[src/rtl/game_layer_compositor.sv]
// game_layer_compositor: per-pixel layer select with masks,
// frame-synchronous blink and a blank hold after state changes.
//
// Ports:
//   clk, rst        clock, async active-high reset
//   state           current game state (16 table entries)
//   h_cnt, v_cnt    VGA scan position
//   layer_valid     bit i: layer i covers this pixel
//   layer_addr      layer i address at [i*ADDR_W +: ADDR_W]
//   cfg_we          mask table write strobe
//   cfg_state       table entry to write
//   cfg_mask        layer enable bits for that entry
//   cfg_blink       layer blink bits for that entry
//   pixel_addr      address of the winning layer (0 if blank)
//   notBlank        a layer was selected
//   layer_id        index of the winning layer (0 if blank)
//   frame_tick      one-cycle pulse per frame start
module game_layer_compositor #(
    parameter int NUM_LAYERS   = 4,
    parameter int ADDR_W       = 17,
    parameter int BLINK_FRAMES = 30,
    parameter int HOLD_FRAMES  = 2,
    parameter int H_VIS        = 640,
    parameter int V_VIS        = 480,
    localparam int ID_W =
        (NUM_LAYERS > 1) ? $clog2(NUM_LAYERS) : 1
) (
    input  logic                         clk,
    input  logic                         rst,
    input  logic [3:0]                   state,
    input  logic [9:0]                   h_cnt,
    input  logic [9:0]                   v_cnt,
    input  logic [NUM_LAYERS-1:0]        layer_valid,
    input  logic [NUM_LAYERS*ADDR_W-1:0] layer_addr,
    input  logic                         cfg_we,
    input  logic [3:0]                   cfg_state,
    input  logic [NUM_LAYERS-1:0]        cfg_mask,
    input  logic [NUM_LAYERS-1:0]        cfg_blink,
    output logic [ADDR_W-1:0]            pixel_addr,
    output logic                         notBlank,
    output logic [ID_W-1:0]              layer_id,
    output logic                         frame_tick
);

    localparam logic [7:0] BLINK_LAST = 8'(BLINK_FRAMES - 1);
    localparam logic [7:0] HOLD_INIT  = 8'(HOLD_FRAMES);
    localparam logic [9:0] H_LIM      = 10'(H_VIS);
    localparam logic [9:0] V_LIM      = 10'(V_VIS);

    logic [NUM_LAYERS-1:0] mask_tbl  [16];
    logic [NUM_LAYERS-1:0] blink_tbl [16];

    logic [3:0] prev_state;
    logic [9:0] prev_h;
    logic [9:0] prev_v;
    logic [7:0] hold_cnt;
    logic [7:0] blink_cnt;
    logic       blink_phase;

    logic [NUM_LAYERS-1:0] s1_eff;
    logic [ADDR_W-1:0]     s1_addr [NUM_LAYERS];

    logic                  frame_start;
    logic                  state_chg;
    logic                  in_vis;
    logic [NUM_LAYERS-1:0] blink_kill;
    logic [NUM_LAYERS-1:0] eff_next;

    logic              sel_hit;
    logic [ID_W-1:0]   sel_id;
    logic [ADDR_W-1:0] sel_addr;
    logic              blank;

    // Comparing against the previous position makes a slow pixel
    // clock (position held for several clk) give a single start.
    assign frame_start = (h_cnt == 10'd0) && (v_cnt == 10'd0) &&
                         ((prev_h != 10'd0) || (prev_v != 10'd0));
    assign state_chg   = (state != prev_state);

    assign in_vis     = (h_cnt < H_LIM) && (v_cnt < V_LIM);
    assign blink_kill = blink_tbl[state] &
                        {NUM_LAYERS{blink_phase}};
    assign eff_next   = in_vis ?
                        (layer_valid & mask_tbl[state] & ~blink_kill) :
                        '0;

    always_ff @(posedge clk or posedge rst) begin
        if (rst) begin
            for (int i = 0; i < 16; i++) begin
                mask_tbl[i]  <= '1;
                blink_tbl[i] <= '0;
            end
        end else if (cfg_we) begin
            mask_tbl[cfg_state]  <= cfg_mask;
            blink_tbl[cfg_state] <= cfg_blink;
        end
    end

    // A state change wins over a coincident frame start, so that
    // frame does not count towards the hold or the blink period.
    always_ff @(posedge clk or posedge rst) begin
        if (rst) begin
            prev_state  <= 4'd0;
            prev_h      <= 10'd0;
            prev_v      <= 10'd0;
            frame_tick  <= 1'b0;
            hold_cnt    <= HOLD_INIT;
            blink_cnt   <= 8'd0;
            blink_phase <= 1'b0;
        end else begin
            prev_state <= state;
            prev_h     <= h_cnt;
            prev_v     <= v_cnt;
            frame_tick <= frame_start;
            if (state_chg) begin
                hold_cnt    <= HOLD_INIT;
                blink_cnt   <= 8'd0;
                blink_phase <= 1'b0;
            end else if (frame_start) begin
                if (hold_cnt != 8'd0) begin
                    hold_cnt <= hold_cnt - 8'd1;
                end
                if (blink_cnt == BLINK_LAST) begin
                    blink_cnt   <= 8'd0;
                    blink_phase <= ~blink_phase;
                end else begin
                    blink_cnt <= blink_cnt + 8'd1;
                end
            end
        end
    end

    always_ff @(posedge clk or posedge rst) begin
        if (rst) begin
            s1_eff <= '0;
            for (int i = 0; i < NUM_LAYERS; i++) begin
                s1_addr[i] <= '0;
            end
        end else begin
            s1_eff <= eff_next;
            for (int i = 0; i < NUM_LAYERS; i++) begin
                s1_addr[i] <= layer_addr[i*ADDR_W +: ADDR_W];
            end
        end
    end

    // Scan from the lowest priority upward so layer 0 wins last.
    always_comb begin
        sel_hit  = 1'b0;
        sel_id   = '0;
        sel_addr = '0;
        for (int i = NUM_LAYERS - 1; i >= 0; i--) begin
            if (s1_eff[i]) begin
                sel_hit  = 1'b1;
                sel_id   = ID_W'(i);
                sel_addr = s1_addr[i];
            end
        end
    end

    assign blank = !sel_hit || (hold_cnt != 8'd0);

    always_ff @(posedge clk or posedge rst) begin
        if (rst) begin
            pixel_addr <= '0;
            notBlank   <= 1'b0;
            layer_id   <= '0;
        end else if (blank) begin
            pixel_addr <= '0;
            notBlank   <= 1'b0;
            layer_id   <= '0;
        end else begin
            pixel_addr <= sel_addr;
            notBlank   <= 1'b1;
            layer_id   <= sel_id;
        end
    end

endmodule
[config.mk]
export PLATFORM = sky130hd
export DESIGN_NAME = game_layer_compositor
export DESIGN_NICKNAME = d
export VERILOG_FILES = /design/src/rtl/game_layer_compositor.sv
export SDC_FILE = /design/constraint.sdc
export NUM_CORES = 1
export LEC_CHECK = 0
export BUFFER_PORTS_ARGS = -buffer_cell sky130_fd_sc_hd__clkbuf_2
export CORE_UTILIZATION = 45
export CTS_CLUSTER_SIZE = 25
export DETAILED_ROUTE_END_ITERATION = 7
export SLEW_MARGIN = 20
export SYNTH_ARGS = -nofsm -noshare
export SYNTH_HDL_FRONTEND = slang
export SYNTH_SLANG_ARGS = --single-unit
[constraint.sdc]
create_clock -name clk -period 9.9 [get_ports clk]
set_input_delay 0.495 -clock clk [delete_from_list [all_inputs] [get_ports clk]]
set_output_delay 0.495 -clock clk [all_outputs]
set_load 0.02 [all_outputs]
# After elaboration in Yosys (flattened, before gate mapping)
# Index checks and enable logic that the tools add are counted.
[classes] add_sub_neg=2 mul=0 div=0 order_cmp=5 eq_ne=2 shift=0 n_mux=35 n_bitwise=7 n_reduce_logical=17
[op_table] operator="$bwmux 64" n=2
[op_table] operator="$mux 17" n=5
[op_table] operator="$mux 8" n=6
[op_table] operator="$bmux 4 s4" n=2
[op_table] operator="$mux 4" n=6
[op_table] operator="$logic_not 10->1" n=2
[op_table] operator="$reduce_bool 10->1" n=2
[op_table] operator="$demux 4 s4" n=1
[op_table] operator="$and 4x4->4" n=3
[op_table] operator="$ge 5x5->1 const B" n=2
[op_table] operator="$lt 10x10->1 const B" n=1
[op_table] operator="$lt 10x9->1 const B" n=1
[op_table] operator="$mux 2" n=5
[op_table] operator="$not 4->5" n=2
[op_table] operator="$add 8x1->8 const B" n=1
[op_table] operator="$eq 8x5->1 const B" n=1
[op_table] operator="$mux 1" n=8
[op_table] operator="$reduce_bool 8->1" n=1
[op_table] operator="$sub 8x1->8 const B" n=1
[op_table] operator="$reduce_bool 2->1" n=3
[op_table] operator="$lt 5x1->1 const B" n=1
[op_table] operator="$logic_and 1x1->1" n=4
[op_table] operator="$ne 4x4->1" n=1
[op_table] operator="$not 4->4" n=1
[op_table] operator="4 further kinds" n=6
[totals] ff_bits=262 latch_bits=0 ramBits=0 mem_bits_ro=0 inputBits=111 mem_count=0

# Logic depth before layout (Yosys ltp)
# Gate-level depths: netlist of run 1.
[depth] depth_word=8 mapped_depth=7 mapped_depth_nobuf=7

# Worst setup path after synthesis of run 1
# No wires, ideal clock.
[synth_timing] path_type="input-to-reg" start="in state[0]" end="reg s1_eff[0]" t_arrival_ps=2067 t_required_ps=9828 slack_ps=7761 stages=7 path_cell_list="buf_2 > buf_2 > mux4_2 > mux2_2 > a22oi_1 > o21ai_0 > nor2_1"
[synth_between] elab_chain_len=8
[synth_rtl] element="start, declared" line_no="30" source="input logic [3:0] state,"
[synth_rtl] element="$not 4->5 (implied by the code) *" line_no="81, 84"
[synth_rtl] element="$bmux 4 s4" line_no="81" source="assign blink_kill = blink_tbl[state] &"
[synth_rtl] element="$mux 4 (implied by the code) (2 in series)" line_no="81"
[synth_rtl] element="$and 4x4->4" line_no="81"
[synth_rtl] element="$not 4->4" line_no="84" source="(layer_valid & mask_tbl[state] & ~blink_kill) :"
[synth_rtl] element="$and 4x4->4 *" line_no="84"
[synth_rtl] element="$mux 4 *" line_no="83" source="assign eff_next = in_vis ?"
[synth_rtl] element="net eff_next[0]" line_no="67" source="logic [NUM_LAYERS-1:0] eff_next;"
[synth_rtl] element="end signal, assigned" line_no="140" source="s1_eff <= eff_next;"
[synth_rtl] element="end, declared" line_no="60" source="logic [NUM_LAYERS-1:0] s1_eff;"
# Mark *: on every way through the listed nets, which the timed path passes. The rest lies on a longest branch. The select of a mux whose other input is x is not followed.
# A chain may end at the register's enable or synchronous reset.

# Final worst setup path of run 1
[layout_timing] start="reg prev_h[1]" end="reg blink_cnt[2]"
[layout_between] elab_chain_len=4
[layout_rtl] element="start, declared" line_no="54" source="logic [9:0] prev_h;"
[layout_rtl] element="start signal, assigned" line_no="112" source="prev_h <= h_cnt;"
[layout_rtl] element="$reduce_bool 10->1" line_no="77" source="((prev_h != 10'd0) || (prev_v != 10'd0));"
[layout_rtl] element="$logic_or 1x1->1" line_no="77"
[layout_rtl] element="$logic_and 1x1->1" line_no="76" source="assign frame_start = (h_cnt == 10'd0) && (v_cnt == 10'd0) &&"
[layout_rtl] element="net frame_start" line_no="63" source="logic frame_start;"
[layout_rtl] element="$reduce_bool 2->1 (no source line)"
[layout_rtl] element="end signal, assigned" line_no="127" source="blink_cnt <= blink_cnt + 8'd1;"
[layout_rtl] element="end, declared" line_no="57" source="logic [7:0] blink_cnt;"
# The timed path passes the listed nets, and every way through them passes these cells.

==> summary.md, run 1 <==
| Metric | Value |
|---|---|
| Worst reg2reg endpoint | blink_cnt[2]$_DFFE_PP0P_ |
| TritonCTS clock tree | yes |
| Clk root buf | clkbuf_16 |
| Synth unique cells | 42 |
| Worst skew pair latency | roughly 0.54 ns |
| Worst Skew | around 0.009 ns |
| Power, Total | 2710 uW |
| Cts bufs inserted | 28 |
| Worst-path fanout max | 31 |
| Syn Nets | 838 |
| Core area | 22800 sq um |
| Final Max Slew Viols | 0 |
| Maxcap violations | 0 |
| Post-CTS sizing | 0 |
| Hpwl dp | 15400 um |
| H-tree levels | 1 |
| CTS clock-pin slew for the worst setup and hold paths | 0.06 ns |
| Register area share after synthesis | 0.627 |
| Critical path class | reg2reg |
| Min cycle time layout | approximately 2.4 ns |
| Post-route setup slack | about 7.5 ns |
| Critical path's largest stage delay | 0.68 ns |
| Run status | complete, no violations |
| Clock sink count | ~260 |
| Largest net degree at the start of global routing | 112 |
| Chip Width | 155 um |
| WP buf/inv | 1 |
| Most frequent cells in the layout | 197 x dfrtp_1, 137 x mux2_2, 131 x clkbuf_2, 65 x dfstp_2, 33 x nor2_1 |
| Drt via density | 5.43 |
| Cell count after placement | 1131 |
| Slew margin rel. | 0.238 |
| Area contributors post-synth | dfrtp_1 47%, dfstp_2 16%, mux2_2 15% |
| DR DRC count | 0 |
| Grt ovf | 0 |
| Clock share of power | 0.396 |
| RSZ-0062 raised after global routing | no |
| Combinational Power Share | 0.116 |
| Nets | 964 |
| Post-CTS Setup Bufs | 0 |
| Leakage | roughly 0.0054 uW |
| Full die area | 24100 sq um |
| Worst-margin pin slew | 1.14 ns |
| Final Non-Filler Cells | 1184 |
| Internal power | 2110 uW |
| Layout cell share with drive strength beyond 1 | 0.493 |
| Switching power share of the total | 0.223 |
| IO Port Bufs | 131 |
| Area leader, netlist | dfrtp_1 |
| Initial antenna violation count | 0 |
| Worst Setup SP | prev_h[1]$_DFF_PP0_ |
| CTS Hold Bufs | 0 |
| Pre-CTS setup slack | about 7 ns |
| Cell area after synthesis | around 11000 sq um |
| Area share of the largest cell type after synthesis | 0.466 |
| PD cells | around 220 nW/um^2 |
| Worst path depth | 6 |
| First-pass GRT wire length | approximately 38000 um |
| Worst IR Drop VDD | 0.106 mV |
| Critical path's top delay family | compound AO/OA/AOI/OAI gates |
| Setup violators final | 0 |
| Die height | 155 um |
| Setup TNS | 0 ns |
| Startpoint of the worst register-to-register path | prev_h[1]$_DFF_PP0_ |
| DRT antenna net count | 0 |
| Post-synthesis average cell area | 14.6 sq um |
| WL/cell | about 20 um |
| Share of power burned in registers | 0.487 |
| GP Congestion | 0.792 |
| Area growth syn-to-layout | 18.4% |
| Filler cells | 1881 |
| # IOs | 132 |
| Iter 0 DRT Violations | about 270 |
| Worst reg2reg path depth | 6 |
| Initial Utilization | 0.463 |
| Most common cell after layout, fill and taps aside | dfrtp_1 |
| Worst hold margin | approximately 0.056 ns |
| Drt total wl | 23700 um |
| HP Class | in2async |
| Crit-path cells | or4_1 -> nor2_1 -> a211o_1 -> inv_1 -> a21oi_1 -> nor3_1 |
| CP endpoint kind | flop |
| Net Switching | 606 uW |
| WP data required | 10.28 ns |
| Syn Inst Count | 723 |
| Clock tree buffer depth | 3 |
| Yosys Warn Count | 0 |
| #FFs+latches synth | 262 |
| Inserted Diodes | 0 |
| Setup crit end | blink_cnt[2]$_DFFE_PP0P_ |
| Vias | 6434 |
| Vias in the first global route | 7043 |
| Top achievable clock speed | 0.421 GHz |
| Hold violation total from the final report | 0 |
| Slowest-stage cell, CP | a211o_1 |
| Reg2reg setup slack | approximately 7.5 ns |
| Tot GR Track Use | 0.205 |
| First-pass DRT Iterations | 4 |
| Crit path DAT | 2.76 ns |
| CP Launch Type | flop |
| Row count | 55 |
| Fin crit share | 0.240 |
[cell families after synthesis]
family                   Yosys count  share of synthesized area
AO/OA/AOI/OAI                     79                     0.0474
buffers and inverters             51                     0.0190
multiplexers                     178                      0.222
AND/OR/NAND/NOR                  145                     0.0759
flip-flops                       262                      0.627
adder cells (fa/ha/maj)            4                    0.00473
XOR/XNOR                           4                    0.00331
[power by group through the flow]
| stage | Combinational (uW) | Clock, uW | Sequential [uW] |
|---|---|---|---|
| floorplan | 244 | 0 | 1310 |
| global placement | 306 | 0 | 1330 |
| detailed placement | 320 | 0 | 1340 |
| CTS | 321 | 1100 | 1320 |
| global route | 347 | 1150 | 1340 |
| finish | 316 | 1070 | 1320 |
[routing by layer]
layer | part of all wire | wire length, um | up-vias | global-route usage
li1 | - | - | 2893 | -
met5 | 0 | 0 | - | 0
met4 | 0.024 | 575 | 0 | 0.0588
met3 | 0.046 | 1090 | 50 | 0.0348
met1 | 0.43 | 10200 | 3342 | 0.273
met2 | 0.50 | 11900 | 149 | 0.345
[cell type report]
class	count	area (sq um)	area share
clock buffer	40	796	0.0635
clock inverter	12	181	0.0145
inverter	9	41.3	0.00330
multi-input combinational	410	3770	0.301
sequential	262	6640	0.530
tap	313	392	0.0313
timing repair buffer	138	716	0.0571
[state kept, by name, summed over array words and instances (netlist names)]
signal and count:
frame_tick 1, blink_phase 1, s1_eff 4, hold_cnt 8, notBlank 1, pixel_addr 17, layer_id 2, prev_state 4
prev_v 10, blink_cnt 8, prev_h 10, blink_tbl 64, mask_tbl 64, s1_addr 68
[cells in the mapped netlist, drive strengths merged]
cell,number
a21oi,32
a21o,1
nand3,7
mux2,137
nand3b,4
or4b,2
o21ai,17
xnor2,4
nor4b,1
nor4,10
a22oi,4
o31ai,2
o211ai,4
nor3b,1
and3,1
nor3,21
nor2b,21
ha,4
or4,10
clkbuf,31
nand2b,2
mux4,32
inv,9
nor2,38
dfstp,65
buf,11
o41ai,2
a211o,1
and3b,1
nand4,4
dfrtp,197
nand2,10
or2,1
a221oi,16
mux2i,9
or3,11
[how the worst min path moves through the flow]
stage,start,end,slack (ns),cells after the start
2_1_floorplan,s1_addr[51]$_DFF_PP0_,pixel_addr[0]$_DFF_PP0_,0.46,2
3_3_place_gp,s1_addr[57]$_DFF_PP0_,pixel_addr[6]$_DFF_PP0_,0.47,2
3_5_place_dp,s1_addr[54]$_DFF_PP0_,pixel_addr[3]$_DFF_PP0_,0.48,2
4_1_cts,layer_addr[7],s1_addr[58]$_DFF_PP0_,0.05,1
5_1_grt,layer_addr[22],s1_addr[39]$_DFF_PP0_,0.04,1
6_report,rst,prev_h[8]$_DFF_PP0_,0.06,2
[worst register-to-register path: stages (launching register included)]
cell	delay, ns
dfrtp_1	0.35
or4_1	0.52
nor2_1	0.16
a211o_1	0.69
inv_1	0.24
a21oi_1	0.21
nor3_1	0.06
[through the flow]
step	area [sq um]	utilization
after floorplan	10600	-
after global routing	12500	0.548
final	12500	0.548
after CTS	12500	0.548
after detailed placement	11500	0.505
after global placement	11500	0.504
(Power assumes the default switching activity.)
==> run 2, diff against run 1 <==
--- a/config.mk
+++ b/config.mk
@@ -9,6 +9,7 @@
 export CORE_UTILIZATION = 45
 export CTS_CLUSTER_SIZE = 25
 export DETAILED_ROUTE_END_ITERATION = 7
+export PLACE_DENSITY = 0.67
 export SLEW_MARGIN = 20
 export SYNTH_ARGS = -nofsm -noshare
 export SYNTH_HDL_FRONTEND = slang
==> constraint.sdc (replaced) <==
create_clock -name clk -period 2 [get_ports clk]
set_input_delay 0.1 -clock clk [delete_from_list [all_inputs] [get_ports clk]]
set_output_delay 0.1 -clock clk [all_outputs]
set_load 0.02 [all_outputs]
==> summary.md, run 2 (synthesis gave the netlist of run 1 again) <==
| Metric | Value |
|---|---|
| Crit path DAT | 2.54 ns (-0.22 ns) |
| Vias in the first global route | 7376 (+4.7%) |
| DR DRC count | 0 (unchanged) |
| Clock share of power | 0.375 (-0.021) |
| Fin util | 0.605 (+0.0567) |
| FF+latch area | 6640 sq um (unchanged) |
| Failing checks | negative setup slack |
| Combinational Power Share | 0.134 (+0.018) |
| Hold violation total from the final report | 0 (unchanged) |
| Slew margin rel. | 0.603 (+0.365) |
| Footprint of the multi-input gates | 3800 sq um (+0.83%) |
| Hpwl dp | 15300 um (-0.64%) |
| Grt ovf | 0 (unchanged) |
| Critical path class | reg2reg |
| Filler cells | 1733 (-7.9%) |
| RSZ-0062 raised after global routing | yes |
| First-pass DRT Iterations | 7 (+3) |
| Min cycle time layout | 2.08 ns (-0.294 ns) |
| Initial antenna violation count | 0 (unchanged) |
| # IOs | 132 (unchanged) |
| Share of power burned in registers | 0.491 (+0.004) |
| Vias | 6930 (+7.7%) |
| Fin crit share | 1.04 (+0.800) |
| Max reg flops | 68 (unchanged) |
| Iter 0 DRT Violations | 347 (+29%) |
| Setup violators final | 2 (+2) |
| CP endpoint kind | flop |
| Worst skew pair latency | 0.54 ns (about the same) |
| PD cells | 962 nW/um^2 (+340%) |
| Internal power | 10300 uW (+390%) |
| Largest net degree at the start of global routing | 65 (-42%) |
| Run status | finished, violations left |
| TritonCTS clock tree | yes |
| Clock tree buffer depth | 3 (unchanged) |
| IO Port Bufs | 131 (unchanged) |
| Drt total wl | 24500 um (+3.0%) |
| Worst-margin pin slew | 0.595 ns (-0.543 ns) |
| Post-route setup slack | -0.0789 ns (-7.61 ns) |
| Leakage | 0.00597 uW (+11%) |
| Layout cell share with drive strength beyond 1 | 0.471 (-0.0219) |
| Core area | 22800 sq um (unchanged) |
| Top achievable clock speed | 0.481 GHz (+14%) |
| Worst hold margin | 0.0467 ns (-0.00959 ns) |
| Clock sink count | 262 (unchanged) |
| Full die area | 24100 sq um (unchanged) |
| GP Congestion | 0.781 (-1.4%) |
| Nets | 1099 (+14%) |
| HP Class | in2reg |
| Worst Skew | 0.0131 ns (+0.00406 ns) |
| Final Max Slew Viols | 0 (unchanged) |
| Die height | 155 um (unchanged) |
| Cts bufs inserted | 28 (unchanged) |
| Net Switching | 3030 uW (+400%) |
| CP Launch Type | flop |
| Worst-path fanout max | 6 (-81%) |
| Setup TNS | -0.124 ns (-0.124 ns) |
| Tot GR Track Use | 0.208 (+0.00339) |
| Worst IR Drop VDD | 0.658 mV (+520%) |
| Drt via density | 5.26 (-3.2%) |
| WP data required | 2.47 ns (-7.81 ns) |
| DRT antenna net count | 0 (unchanged) |
| Largest Register | s1_addr |
| First-pass GRT wire length | 39100 um (+2.9%) |
| Inserted Diodes | 0 (unchanged) |
| Most frequent cells in the layout | 197 x dfrtp_1, 137 x mux2_2, 131 x clkbuf_2, 93 x dlygate4sd3_1, 65 x dfstp_2 |
| WL/cell | 18.6 um (-7.4%) |
| Row count | 55 (unchanged) |
| Clk root buf | clkbuf_16 |
| Area growth syn-to-layout | 30.6% |
| Switching power share of the total | 0.228 (+0.00464) |
| Most common cell after layout, fill and taps aside | dfrtp_1 |
| H-tree levels | 1 (unchanged) |
| Power, Total | 13300 uW (+390%) |
| Largest regs | s1_addr x68, blink_tbl x64, mask_tbl x64 |
| Maxcap violations | 0 (unchanged) |
| Cell count after placement | 1167 (+3.2%) |
| CTS clock-pin slew for the worst setup and hold paths | 0.06 ns (about the same) |
| Initial Utilization | 0.463 (unchanged) |
| Final Non-Filler Cells | 1318 (+11%) |
| Chip Width | 155 um (unchanged) |
[run 2: cell types whose count changed in the layout (fill, tap and decap cells not counted), moves of 3 or more]
cell           before  now
dlygate4sd3_1       0   93
buf_4               5   41
buf_12              0    8
nor2_1             33   37
nor2_2              5    1
bufinv_16           4    1
[run 2: final cells by class]
| class | count | share of cell area |
|---|---|---|
| clock inverter | 9 | 0.00570 |
| timing repair buffer | 273 | 0.149 |
| clock buffer | 42 | 0.0596 |
| multi-input combinational | 410 | 0.275 |
| tap | 313 | 0.0283 |
| inverter | 9 | 0.00290 |
| sequential | 262 | 0.480 |
[run 2: worst paths after layout]
| path | slack [ns] | to | depth (start not counted) | startpoint |
|---|---|---|---|---|
| max | -0.08 | hold_cnt[3]$_DFFE_PP0P_ | 7 | hold_cnt[1]$_DFFE_PP1P_ |
| min | 0.05 | prev_state[3]$_DFF_PP0_ | 2 | state[3] |
| max reg2reg | -0.08 | hold_cnt[3]$_DFFE_PP0P_ | 7 | hold_cnt[1]$_DFFE_PP1P_ |
| min reg2reg | 0.48 | pixel_addr[3]$_DFF_PP0_ | 2 | s1_addr[54]$_DFF_PP0_ |
| max in group asynchronous | 1.14 | mask_tbl[6]$_DFFE_PP1P_ | 4 | rst |
| min in group asynchronous | 0.16 | blink_cnt[4]$_DFFE_PP0P_ | 3 | rst |
[run 2: power groups by stage]
stage	clock (uW)	combinational (uW)	sequential, uW
floorplan	0	1210	6510
global placement	0	1600	6590
detailed placement	0	1640	6630
CTS	5110	1790	6540
global route	5340	1940	6630
finish	4990	1780	6540
[run 2: worst max-delay path, cell delays in order, from the launching register on]
cell and delay [ns]:
dfstp_2 0.56, inv_4 0.04, ha_4 0.15, nor4b_4 0.13, buf_4 0.16, or4_4 0.51, or3_1 0.32, a21oi_1 0.13
[run 2: routing by layer]
| metal | up-vias | share of wire | GRT usage |
|---|---|---|---|
| met2 | 168 | 0.48 | 0.340 |
| met4 | 0 | 0.030 | 0.0700 |
| li1 | 3172 | - | - |
| met1 | 3531 | 0.45 | 0.284 |
| met3 | 59 | 0.041 | 0.0343 |
| met5 | - | 0 | 0 |
[run 2: per-stage QoR]
stage,setup WS [ns],instance area [sq um]
3_5_place_dp,-0.103,11900
6_report,-0.0789,13800
5_1_grt,-0.132,13800
2_1_floorplan,-1.50,10600
4_1_cts,0.00412,13700
3_3_place_gp,-0.0659,11900
[run 2: repair_timing]
| item | CTS | global route |
|---|---|---|
| endpoints found under the setup margin | 17 | 25 |
| pin swaps | 0 | 4 |
| resized for setup | 0 | 11 |
| setup buffers | 1 | 6 |
| hold buffers | 93 | 0 |
| endpoints found under the hold margin | 143 | 0 |
==> run 3, diff against run 2 <==
--- a/config.mk
+++ b/config.mk
@@ -6,11 +6,12 @@
 export NUM_CORES = 1
 export LEC_CHECK = 0
 export BUFFER_PORTS_ARGS = -buffer_cell sky130_fd_sc_hd__clkbuf_2
-export CORE_UTILIZATION = 45
+export CORE_UTILIZATION = 52
 export CTS_CLUSTER_SIZE = 25
 export DETAILED_ROUTE_END_ITERATION = 7
-export PLACE_DENSITY = 0.67
+export PLACE_DENSITY = 0.76
 export SLEW_MARGIN = 20
 export SYNTH_ARGS = -nofsm -noshare
 export SYNTH_HDL_FRONTEND = slang
 export SYNTH_SLANG_ARGS = --single-unit
+export TNS_END_PERCENT = 20
==> summary.md, run 3 (synthesis gave the netlist of run 1 again) <==
| Metric | Value |
|---|---|
| Worst skew pair latency | 0.54 ns (about the same) |
| Nets | 1088 (-1.0%) |
| Maxcap violations | 0 (unchanged) |
| Worst IR Drop VDD | 0.708 mV (+7.5%) |
| PD cells | 969 nW/um^2 (+0.66%) |
| Grt ovf | 0 (unchanged) |
| Iter 0 DRT Violations | 393 (+13%) |
| H-tree levels | 1 (unchanged) |
| Initial antenna violation count | 0 (unchanged) |
| # IOs | 132 (unchanged) |
| Crit-path cells | or4_4 -> nor4b_4 -> o41ai_2 -> buf_12 -> nor2_2 |
| Critical path class | reg2reg |
| TritonCTS clock tree | yes |
| CP Launch Type | flop |
| Setup violators final | 19 (+17) |
| Design area | 13600 sq um (-1.3%) |
| Worst-margin pin slew | 0.733 ns (+0.137 ns) |
| Die height | 145 um (-6.9%) |
| Post-route setup slack | -0.0571 ns (+0.0218 ns) |
| Pre-CTS setup slack | 0.00646 ns (+0.109 ns) |
| Min cycle time layout | 2.06 ns (-0.0218 ns) |
| Largest Register | s1_addr |
| Leakage | 0.00590 uW (-1.0%) |
| Largest regs | s1_addr x68, blink_tbl x64, mask_tbl x64 |
| Worst path depth | 5 (-2) |
| Failing checks | negative setup slack |
| Final Non-Filler Cells | 1260 (-4.4%) |
| Largest net degree at the start of global routing | 135 (+110%) |
| Area growth syn-to-layout | 28.9% |
| Critical path's largest stage delay | 0.58 ns (+0.02 ns) |
| Vias in the first global route | 7376 (unchanged) |
| Chip Width | 145 um (-6.9%) |
| Worst-path fanout max | 18 (+12) |
| Clock sink count | 262 (unchanged) |
| Vias | 7025 (+1.4%) |
| Fin crit share | 1.03 (-0.0109) |
| Cell count after placement | 1115 (-4.5%) |
| DR DRC count | 0 (unchanged) |
| Row count | 51 (-7.3%) |
| Most frequent cells in the layout | 197 x dfrtp_1, 137 x mux2_2, 131 x clkbuf_2, 93 x dlygate4sd3_1, 65 x dfstp_2 |
| Crit path DAT | 2.52 ns (-0.02 ns) |
| First-pass GRT wire length | 38900 um (-0.42%) |
| DRT antenna net count | 0 (unchanged) |
| Most common cell after layout, fill and taps aside | dfrtp_1 |
| Fin util | 0.692 (+0.0866) |
| WL/cell | 20.0 um (+7.6%) |
| Initial Utilization | 0.537 (+0.0735) |
| Slew margin rel. | 0.512 (-0.0916) |
| Clock tree buffer depth | 3 (unchanged) |
| Slowest-stage cell, CP | or4_4 |
| Max reg flops | 68 (unchanged) |
| Tot GR Track Use | 0.249 (+0.0408) |
| Power, Total | 13200 uW (-0.69%) |
| Top achievable clock speed | 0.486 GHz (+1.1%) |
| Cts bufs inserted | 27 (-3.6%) |
| Hold violation total from the final report | 0 (unchanged) |
| Filler cells | 1290 (-26%) |
| WP buf/inv | 1 (-1) |
| CP endpoint kind | flop |
| Reg2reg setup slack | -0.06 ns (+0.02 ns) |
| Full die area | 20900 sq um (-13%) |
| Run status | finished, violations left |
| RSZ-0062 raised after global routing | yes |
| Worst Skew | 0.0222 ns (+0.00905 ns) |
| Placement Cell Area | 11800 sq um (-0.85%) |
| Clk root buf | clkbuf_16 |
| Core area | 19700 sq um (-14%) |
| WP data required | 2.46 ns (about the same) |
| Final Max Slew Viols | 0 (unchanged) |
| IO Port Bufs | 131 (unchanged) |
| Worst reg2reg path depth | 5 (-2) |
| Drt via density | 5.58 (+6.0%) |
| Drt total wl | 25200 um (+2.9%) |
| First-pass DRT Iterations | 5 (-2) |
| GP Congestion | 0.860 (+10%) |
| CTS clock-pin slew for the worst setup and hold paths | 0.06 ns (about the same) |
| HP Class | in2reg |
| Hold depth | 1 (-1) |
| Layout cell share with drive strength beyond 1 | 0.466 (-0.00485) |
| Critical path's top delay family | simple AND/OR/NAND/NOR gates |
| Hpwl dp | 14600 um (-4.6%) |
[run 3: path summary, 6_finish.rpt]
kind,startpoint,to
worst max-delay path,hold_cnt[5]$_DFFE_PP0P_,pixel_addr[5]$_DFF_PP0_
worst min register to register,s1_addr[60]$_DFF_PP0_,pixel_addr[9]$_DFF_PP0_
worst min-delay path,state[2],prev_state[2]$_DFF_PP0_
max in group asynchronous,rst,blink_tbl[58]$_DFFE_PP0P_
min in group asynchronous,rst,blink_cnt[4]$_DFFE_PP0P_
worst max register to register,hold_cnt[5]$_DFFE_PP0P_,pixel_addr[5]$_DFF_PP0_
[run 3: repair_timing]
item | CTS | global route
endpoints found under the hold margin | 289 | 0
setup buffers | 0 | 1
endpoints found under the setup margin | 2 | 26
pin swaps | 0 | 2
hold buffers | 93 | 0
resized for setup | 1 | 8
[run 3: report_power, final]
part	total [uW]	switching, uW	leakage (uW)	internal, uW
registers	6560	337	0.00311	6220
logic	1770	690	0.00235	1080
clock network	4890	2000	0.000440	2890
total	13200	3030	0.00590	10200
[run 3: final cells by class]
class / count / area, sq um / share of cell area
inverters: 9 / 37.5 / 0.00275
clock buffers: 45 / 853 / 0.0626
well taps: 265 / 332 / 0.0243
diodes: 1 / 2.50 / 0.000183
multi-input cells: 410 / 3780 / 0.277
clock inverters: 5 / 28.8 / 0.00211
flip-flops and latches: 262 / 6640 / 0.487
repair buffers: 263 / 1970 / 0.144
[run 3: through the flow]
step	hold WS, ns	TNS, ns
after detailed placement	0.210	0
after global placement	0.208	0
after global routing	0.0604	-2.34
after CTS	0.0444	-0.000193
after floorplan	0.131	-335.26
final	0.0678	-0.569
[run 3: layer usage]
metal | vias up | GRT usage | wire length [um]
met5 | - | 0 | 0
met4 | 0 | 0.0997 | 795
met3 | 62 | 0.0474 | 1390
met2 | 235 | 0.416 | 12900
met1 | 3584 | 0.321 | 10100
li1 | 3144 | - | -
